<file path="src/rtl/ifetch_rv32i.sv">
// RV32I instruction fetch stage: one outstanding instruction-memory request,
// a single presentation slot toward decode, and redirect/flush handling.
module ifetch_rv32i #(
  parameter logic [31:0] NOP_INSTR = 32'h00000013
) (
  input  logic        clk,
  input  logic        reset,
  input  logic [31:0] pc,
  output logic        pc_advance,
  input  logic        flush,
  output logic        imem_req,
  output logic [31:0] imem_addr,
  input  logic        imem_gnt,
  input  logic        imem_rvalid,
  input  logic [31:0] imem_rdata,
  output logic        if_valid,
  output logic [31:0] if_pc,
  output logic [31:0] if_instr,
  output logic        if_misalign,
  input  logic        id_ready
);

  localparam int unsigned XLEN = 32;

  typedef enum logic [2:0] {
    S_IDLE,
    S_REQ,
    S_WAIT,
    S_DROP,
    S_FULL
  } state_t;

  state_t            state;
  logic [XLEN-1:0]   req_pc;
  logic              aligned;

  // Request and PC handshake are combinational so the PC register can load
  // next_pc on the same edge the memory accepts the request.
  assign aligned    = (pc[1:0] == 2'b00);
  assign imem_addr  = pc;
  assign imem_req   = !reset && (state == S_REQ) && !flush && aligned;
  assign pc_advance = imem_req && imem_gnt;

  always_ff @(posedge clk) begin
    if (reset) begin
      state       <= S_IDLE;
      if_valid    <= 1'b0;
      if_misalign <= 1'b0;
      if_pc       <= '0;
      if_instr    <= NOP_INSTR;
      req_pc      <= '0;
    end else begin
      case (state)
        S_IDLE: state <= S_REQ;

        S_REQ: begin
          if (!flush) begin
            if (!aligned) begin
              if_valid    <= 1'b1;
              if_misalign <= 1'b1;
              if_pc       <= pc;
              if_instr    <= NOP_INSTR;
              state       <= S_FULL;
            end else if (imem_gnt) begin
              req_pc <= pc;
              state  <= S_WAIT;
            end
          end
        end

        S_WAIT: begin
          if (flush) begin
            // A response arriving with the flush is simply dropped.
            state <= imem_rvalid ? S_REQ : S_DROP;
          end else if (imem_rvalid) begin
            if_valid    <= 1'b1;
            if_misalign <= 1'b0;
            if_pc       <= req_pc;
            if_instr    <= imem_rdata;
            state       <= S_FULL;
          end
        end

        S_DROP: begin
          if (imem_rvalid) state <= S_REQ;
        end

        S_FULL: begin
          if (flush || id_ready) begin
            if_valid <= 1'b0;
            state    <= S_REQ;
          end
        end

        default: state <= S_IDLE;
      endcase
    end
  end

endmodule

</file>
<file path="config.mk">
export PLATFORM = sky130hd
export DESIGN_NAME = ifetch_rv32i
export DESIGN_NICKNAME = d
export VERILOG_FILES = /design/src/rtl/ifetch_rv32i.sv
export SDC_FILE = /design/constraint.sdc
export NUM_CORES = 1
export LEC_CHECK = 0
export CORE_AREA = 4 4 110 112
export CTS_CLUSTER_DIAMETER = 60
export CTS_CLUSTER_SIZE = 14
export DETAILED_ROUTE_END_ITERATION = 16
export DIE_AREA = 0 0 114 116
export PLACE_DENSITY = 0.73
export SETUP_SLACK_MARGIN = 0.3
export SYNTH_ARGS = -nofsm -noshare
export SYNTH_HDL_FRONTEND = slang
export SYNTH_SLANG_ARGS = --single-unit
</file>
<file path="constraint.sdc">
create_clock -name clk -period 4.3 [get_ports clk]
set_input_delay 0.86 -clock clk [delete_from_list [all_inputs] [get_ports clk]]
set_output_delay 0.86 -clock clk [all_outputs]
set_load 0.05 [all_outputs]
</file>
# After elaboration in Yosys (flattened, before gate mapping)
# Cells that the tools add are included.
totals:
  reg_bits: 101
  in_bits: 70
classes:
  n_bitwise: 1
  mux: 28
  eq_ne: 12
  n_reduce_logical: 15
op_table:
  columns: ["cell", "count"]
  rows:
  - ["$mux W32", 8]
  - ["$pmux W32 S2", 2]
  - ["$mux W3", 7]
  - ["$pmux W3 S5", 1]
  - ["$ne A2 B2 Y1 const B", 6]
  - ["$reduce_and A5 Y1", 2]
  - ["$mux W1", 7]
  - ["$eq A3 B2 Y1 const B", 2]
  - ["$ne A3 B3 Y1 const B", 2]
  - ["$reduce_and A6 Y1", 1]
  - ["$logic_and A1 B1 Y1", 4]
  - ["$reduce_and A4 Y1", 1]
  - ["$eq A3 B1 Y1 const B", 1]
  - ["$eq A3 B3 Y1 const B", 1]
  - ["$logic_not A3 Y1", 1]
  - ["$pmux W1 S3", 1]
  - ["$reduce_bool A3 Y1", 1]
  - ["$logic_not A1 Y1", 2]
  - ["$logic_not A2 Y1", 1]
  - ["$mux W2", 1]
  - ["$pmux W1 S2", 1]
  - ["$reduce_bool A2 Y1", 1]
  - ["$logic_or A1 B1 Y1", 1]
  - ["$not A1 Y1", 1]

# Depth between registers and ports, before layout
# Gate-level depths: netlist (run 1).
depth:
  depth_word: 5
  mapped_depth: 7
  ltp_nobuf: 4

# Least setup slack after synthesis (run 1)
# OpenSTA, ideal clock, no wires.
synth_timing:
  kind: "input to output"
  startpoint: "input pc[0]"
  endpoint: "output pc_advance"
  arrival_ns: 3.032
  path_slack_ns: 0.408
  n_path_buf: 0
  stages: 3
  cell_sequence: "or4b_4 -> nand2b_1 -> nor4_1"
synth_between:
  elab_chain_cells: 3
synth_rtl:
  columns: ["item", "line", "source"]
  rows:
  - ["start: declaration", "8", "input logic [31:0] pc,"]
  - ["$logic_not A2 Y1", "39", "assign aligned = (pc[1:0] == 2'b00);"]
  - ["$logic_and A1 B1 Y1", "41", "assign imem_req = !reset && (state == S_REQ) && !flush && aligned;"]
  - ["$logic_and A1 B1 Y1", "42", "assign pc_advance = imem_req && imem_gnt;"]
  - ["end: declaration", "9", "output logic pc_advance,"]
# Every way passes these cells.

# Final worst setup path (run 1)
# Ends and elaborated chain as after synthesis.

==> results, run 1 <==
- The run finished with clean final reports.
- Timing analysis after detailed placement gives a worst setup slack of 0.747 ns.
- Counting distinct cell types in the post-synthesis netlist gives 34.
- During synthesis, Yosys emitted a total of 0 warnings.
- After detailed routing, the total wire length is 13500 um.
- No sink is reached through more buffers than the 2 on the longest clock path.
- The total of max-cap violations is 0.
- The critical path goes through clkdlybuf4s50_1 > or4b_4 > nand2b_1 > nor4_1 > buf_4.
- The worst setup slack for register-to-register paths is 1.79 ns.
- The row count is 39.
- The area enclosed by the die boundary is 13200 um2.
- The finished cells cover 6230 um2.
- The number of synthesized flops with an enable pin is 0.
- The remaining antenna violation count is 0.
- The worst-case IR drop observed on VDD is 0.000197 V.
- The worst path uses 82.8% of the clock period.
- The number of nets in the synthesized netlist is 623.
- The most frequently used cell type in the post-synthesis netlist is nand2_1.
- The power consumption is 2310 uW.
- The average via count per standard cell is 5.52.
- The number of max-slew violations in the final report is 0.
- The half-perimeter wire length after detailed placement is 8890 um.
- The count of fill cells added during filler insertion is 1067.
- The slowest stage cell on the critical path is or4b_4.
- After layout, the minimum clock period comes to 3.56 ns.
- Setup repair after global routing left no endpoint under its margin.
- The initial antenna violation count is 0.
- Ranked by instance count, the synthesized netlist is headed by nand2_1, dfxtp_1, a21oi_1.
- Compared with the post-synthesis result, the final layout area differs by 41.8%.
- The worst min-delay path category is reg2reg.
- In this run, synthesis produced a sequential element count of 101.
- The count of placed standard cells including taps is 787.
- The first detailed-routing pass ran for 4 iterations.
- The post-detailed-route DRC marker count is 0.
- The first-pass GRT wire length is 21700 um.
- The share of flip-flops with an asynchronous set or reset after synthesis is 0%.
- Setup violations remaining at the end of the flow were counted as 0.
- Detailed routing inserted a total of 4431 vias.
- The cell area reported after detailed placement is 5920 um2.
- The initial core utilization is 39.1%.
- The element type at the critical path end is a primary output.
- Entering global routing, the biggest net connects 56 pins.
- The clock latency on the worst-skew pair is 0.34 ns.
- In the final routed layout, each cell accounts on average for 16.8 um.
- The worst setup path is launched from an input pin.
- STA puts the critical path data required time at 3.44 ns.
- The clock tree from TritonCTS is yes.
- The power per standard cell area is 371 nW/um2.
- In this run the horizontal extent of the chip is 114 um.
- Ranked by total cell area, the synthesized netlist is headed by dfxtp_1, a21oi_1, nand2_1.
- The number of gates resized after CTS is 0.
- Clock tree synthesis found a total of 101 sinks.
- The netlist area before placement is 4390 um2.
- In this run the vertical extent of the chip is 116 um.
- Along the worst path, the maximum fanout reaches 6.
- The via count of the first global-routing pass is 4536.
- The count of buffers added on input and output ports is 169.
- The number of failing hold endpoints at the final stage was 0.
- The final worst slack is 0.739 ns.
- The highest attainable clock frequency is 281 MHz.
- The finished layout holds 802 standard cells, fillers aside.
- The leakage power summed over all cells is 0.00209 uW.
- The arrival time at the worst endpoint is 2.70 ns.
- The core box area is 11200 um2.
- 0 antenna diodes ended up in the layout.
- The proportion of layout cells with a drive suffix above 1 is 5.31%.
- The gate count of the mapped netlist is 553.
- The number of buffers added to fix hold violations after cts is 0.
- The top flip-flop cell by instance count after synthesis is dfxtp_1.
- The final clock skew is 0.00821 ns.
- After the last flow step, the layout net total stands at 725.
- The post-synthesis area per instance is 7.94 um2.
- The number of buffers created by CTS is 9.
- The final total negative setup slack is 0 ns.
- The final weighted congestion in routability-driven placement is 0.843.
- In this run the clock root is driven by a clkbuf_16.
- The all-layer global routing usage is 20.1%.
- The initial detailed-routing violation count is 337.
- The buffer count from post-CTS setup fixing is 0.
- During I/O placement, the number of pins put on the boundary was 170.
- The largest incremental delay on the critical path is 0.61 ns.
- The transition at the pin with the smallest max-transition slack is 1.13 ns.
- The clock edge transition at the registers on the reported setup and hold paths is 0.07 ns.
- The library cell with the largest summed area after synthesis is dfxtp_1.
- Measured against its own limit, the worst slew margin works out to 24.7%.
- After global routing the overflow that remains totals 0.
- The H-tree depth is 3.
- The sequential cell area fraction in the yosys report is 46.0%.
- After synthesis, the largest area contributor takes up 46.0% of total cell area.
- The path type of the worst setup path is in2out.
## layout by cell type, fill, tap and decap left out, types with 4 or more instances in the layout
cell | netlist | layout
a21oi_1 | 98 | 98
a311oi_1 | 32 | 32
buf_4 | 33 | 10
clkbuf_16 | 0 | 9
clkdlybuf4s50_1 | 0 | 166
dfxtp_1 | 101 | 101
nand2_1 | 127 | 127
nand2b_1 | 4 | 4
nand4_1 | 29 | 29
nor2_1 | 8 | 5
nor4_1 | 5 | 4
o21ai_0 | 34 | 34
## where the power goes
part           internal, uW  total, uW  switching, uW
Sequential              965        986           20.8
Combinational           169        467            298
Clock                   509        857            348
Total                  1640       2310            666
## critical path: cells and delay by family
| kind | cells | cell delay, ns |
|---|---|---|
| buffers and inverters | 2 | 0.76 |
| and+or+nand+nor | 3 | 1.08 |
## stage by stage
stage / utilization (%) / hold slack [ns]
detailed placement: 52.7 / 0.451
floorplan: - / 0.437
finish: 55.5 / 0.457
global placement: 52.7 / 0.442
CTS: 55.5 / 0.459
global route: 55.5 / 0.484
## per-layer routing
| layer | track usage (%) | vias up | wire length (um) |
|---|---|---|---|
| li1 | - | 2125 | - |
| met1 | 25.3 | 2122 | 5910 |
| met2 | 32.9 | 170 | 6280 |
| met3 | 6.32 | 14 | 1110 |
| met4 | 6.65 | 0 | 184 |
| met5 | 0 | - | 0 |
## cells by family (layout without fill, tap and decap cells)
kind of cell    after synthesis  after routing  synth area share [%]
flops                       101            101                  46.0
buf+inv                      90            196                  11.2
compound gates              174            174                  23.3
simple gates                188            188                  19.5
## path summary, 6_finish.rpt
path / startpoint / end / cells after the start
max: pc[0] / pc_advance / 5
max reg2reg: state[0]$_SDFFE_PP0P_ / req_pc[1]$_SDFFE_PP0P_ / 3
min reg2reg: req_pc[4]$_SDFFE_PP0P_ / req_pc[4]$_SDFFE_PP0P_ / 2
min: req_pc[4]$_SDFFE_PP0P_ / req_pc[4]$_SDFFE_PP0P_ / 2
## registers in the layout, indices dropped and copies added (netlist names)
signal and count:
if_instr 32, if_misalign 1, if_pc 32, if_valid 1, req_pc 32, state 3
## cell type report
cell class	instances	area, um2	area share [%]
Clock buffer	10	229	3.68
Clock inverter	5	83.8	1.35
Inverter	3	11.3	0.181
Multi-Input combinational cell	362	1930	30.9
Sequential cell	101	2020	32.5
Tap cell	143	179	2.87
Timing Repair Buffer	178	1780	28.5
(Power assumes the default switching activity.)
==> inputs of run 2 (changes only) <==
Settings changed: PLACE_DENSITY 0.73 to 0.76.
Clock period 4.3 ns to 3.1 ns, I/O delays scaled along.
==> run 2 against run 1 <==
- clock power up 47%
- global-route usage down 0.43 points
- combinational power up 40%
- wire length down 1.2%
- critical endpoint unchanged
- largest cell class unchanged
==> results, run 2 (synthesis gave the netlist of run 1 again) <==
- The total stage count of the critical path is 5 (unchanged).
- The total grt overflow is 0 (unchanged).
- The path type of the worst setup path is in2out.
- The row count is 39 (unchanged).
- The average via count per standard cell came to 5.55 (+0.38%).
- The power per standard cell area is 515 nW/um2 (+39%).
- TritonCTS built the clock tree.
- The chip width came to 114 um (unchanged).
- The arrival time at the worst endpoint came to 2.11 ns (-0.59 ns).
- The core box area was 11200 um2 (unchanged).
- The final total negative setup slack is 0 ns (unchanged).
- The length in cells of the worst reg-to-reg path is 5 (+2).
- The first-pass iteration count of the detailed router came to 4 (unchanged).
- The quantity of I/O buffers inserted on ports is 169 (unchanged).
- The startpoint identified for the worst register-to-register timing path is state[2]$_SDFFE_PP0P_.
- The die span in y is 116 um (unchanged).
- The buffer cell driving the clock tree root is clkbuf_16.
- The number of clock sinks came to 101 (unchanged).
- The largest individual stage delay along the critical path comes from the cell or4b_4.
- The final critical-path share of the clock period is 88.0%.
- The run finished with clean final reports.
- The highest ir drop seen on vdd is 0.000365 V (+85%).
- The final number of setup-violating endpoints is 0 (unchanged).
- The number of max-slew violations in the final report is 0 (unchanged).
- The final clock skew was 0.00796 ns (-0.000252 ns).
- The worst hold margin is 0.455 ns (-0.00242 ns).
- The largest registers in the layout are if_instr: 32 flops, if_pc: 32 flops, req_pc: 32 flops.
- The total of max-cap violations was 0 (unchanged).
- The termination of the worst setup path is pc_advance.
- The capturing point of the worst reg2reg path is if_pc[30]$_SDFFE_PP0P_.
- The signal on the critical path passes through dlygate4sd2_1 > or4b_4 > nand2b_4 > nor4_4 > buf_12.
- The area used by multi-input combinational logic came to 1960 um2 (+1.8%).
- The worst setup path is captured at a primary output.
- The worst min-delay path category is reg2reg.
- The max-slew headroom at the worst pin is 47.0% (+22 points).
- The number of failing hold endpoints at the final stage was 0 (unchanged).
- The via count of the first global-routing pass was 4399 (-3.0%).
- The worst setup slack for register-to-register paths is 0.80 ns (-0.99 ns).
- The leakage power summed over all cells came to 0.00217 uW (+3.8%).
- The all-layer global routing usage is 19.7% (-0.43 points).
- Setup repair after global routing left no endpoint under its margin.
- Leaving out fill and tap cells, the most frequent cells in the layout are clkdlybuf4s50_1, nand2_1, dfxtp_1, a21oi_1, o21ai_0.
- The area enclosed by the die boundary came to 13200 um2 (unchanged).
- The initial core utilization is 39.1% (unchanged).
- The highest attainable clock frequency is 366 MHz.
- The transition at the pin with the smallest max-transition slack is 0.795 ns (-0.335 ns).
- The proportion of layout cells with a drive suffix above 1 is 7.20% (+1.9 points).
- The largest incremental delay on the critical path is 0.56 ns (-0.05 ns).
- The most critical setup path has its startpoint at pc[1].
- The number of buffers created by CTS is 9 (unchanged).
- The worst path needs 2.73 ns of the cycle, external delays included.
- The filler-free cell count of the finished design was 810 (+1.0%).
- The first-pass GRT wire length is 21500 um (-1.0%).
- The clock latency on the worst-skew pair is 0.33 ns (about the same).
- The clock edge transition at the registers on the reported setup and hold paths is 0.06 ns (about the same).
- The post-detailed-route DRC marker count is 0 (unchanged).
- The average detailed-routed wire length per instance is 16.4 um (-2.2%).
- The H-tree depth was 3 (unchanged).
- The routed wire length was 13300 um (-1.2%).
- The kind of cell adding the most delay to the critical path is simple AND/OR/NAND/NOR gates.
- The startpoint type of the worst setup path is an input pin.
- The number of nets in the layout is 734 (+1.2%).
- The buffer levels on the longest clock path is 2 (unchanged).
- The number of top-level pins is 170 (unchanged).
- The number of buffers and inverters on the critical path is 2 (unchanged).
- The via count came to 4492 (+1.4%).
- The required time reported for the critical path endpoint was 2.48 ns (-0.96 ns).
- The initial antenna violation count is 0 (unchanged).
- The largest net degree at the start of global routing came to 79 (+41%).
- The area occupied by registers was 2020 um2 (about the same).
- The final weighted congestion in routability-driven placement is 0.833 (-1.1%).
- The power consumption is 3280 uW (+42%).
- The initial detailed-routing violation count was 357 (+5.9%).
- The most common library cell in the layout ignoring fill and taps is clkdlybuf4s50_1.
- The count of placed standard cells including taps is 795 (+1.0%).
- The number of diodes is 0 (unchanged).
- The synthesis-to-finish area growth is 45.2%.
- The number of cells on the worst hold path is 2 (unchanged).
- The half-perimeter wire length after detailed placement is 9060 um (+1.9%).
- The critical-path maximum fanout came to 2 (-4).
- The final design utilization is 56.8% (+1.3 points).
- The remaining antenna violation count was 0 (unchanged).
- The count of fill cells added during filler insertion is 1024 (-4.0%).
run 2: changes by cell type in the layout (fill, tap and decap cells not counted), moves of 2 or more:
cell	change
dlygate4sd2_1	+2
buf_4	+7
buf_12	+2
clkdlybuf4s50_1	-2
run 2: how the worst min path moves through the flow:
| stage | from | slack [ns] | end |
|---|---|---|---|
| 2_1_floorplan | req_pc[10]$_SDFFE_PP0P_ | 0.44 | req_pc[10]$_SDFFE_PP0P_ |
| 3_3_place_gp | req_pc[14]$_SDFFE_PP0P_ | 0.44 | req_pc[14]$_SDFFE_PP0P_ |
| 3_5_place_dp | req_pc[8]$_SDFFE_PP0P_ | 0.45 | req_pc[8]$_SDFFE_PP0P_ |
| 4_1_cts | req_pc[9]$_SDFFE_PP0P_ | 0.46 | req_pc[9]$_SDFFE_PP0P_ |
| 5_1_grt | req_pc[15]$_SDFFE_PP0P_ | 0.47 | req_pc[15]$_SDFFE_PP0P_ |
| 6_report | req_pc[9]$_SDFFE_PP0P_ | 0.46 | req_pc[9]$_SDFFE_PP0P_ |
run 2: stage by stage:
| step | cell area (um2) | worst slack (ns) |
|---|---|---|
| floorplan | 4400 | 0.258 |
| global placement | 6010 | 0.173 |
| detailed placement | 6010 | 0.142 |
| CTS | 6380 | 0.366 |
| global route | 6380 | 0.326 |
| finish | 6380 | 0.371 |
run 2: worst reg2reg max path, cell delays in order, from the launching register on:
cell      delay (ns)
dfxtp_1         0.66
inv_1           0.25
nand2_1         0.53
buf_4           0.38
nand2_1         0.09
a311oi_1        0.29
run 2: area by class of cell:
cell class                      count  area share, %
Inverter                            3          0.177
Multi-Input combinational cell    362           30.7
Clock inverter                      4           1.53
Clock buffer                       10           3.75
Sequential cell                   101           31.7
Timing Repair Buffer              187           29.3
Tap cell                          143           2.81
run 2: metal layers:
| metal | vias up | wire [um] | global-route usage, % |
|---|---|---|---|
| met5 | - | 0 | 0 |
| met4 | 0 | 243 | 7.05 |
| met3 | 24 | 990 | 3.92 |
| met2 | 190 | 6580 | 33.7 |
| met1 | 2124 | 5500 | 24.6 |
| li1 | 2154 | - | - |
run 2: what timing repair did:
item	in CTS	in global routing
resized for setup	6	1
setup endpoints to repair	2	1
pin swaps	3	0
hold buffers	0	0
buffers inserted	1	0
run 2: power by group:
part           internal, uW  switching [uW]  leakage [uW]  total [uW]
clock network           802             460      0.000161        1260
logic                   240             412       0.00119         652
registers              1340            29.4      0.000819        1370
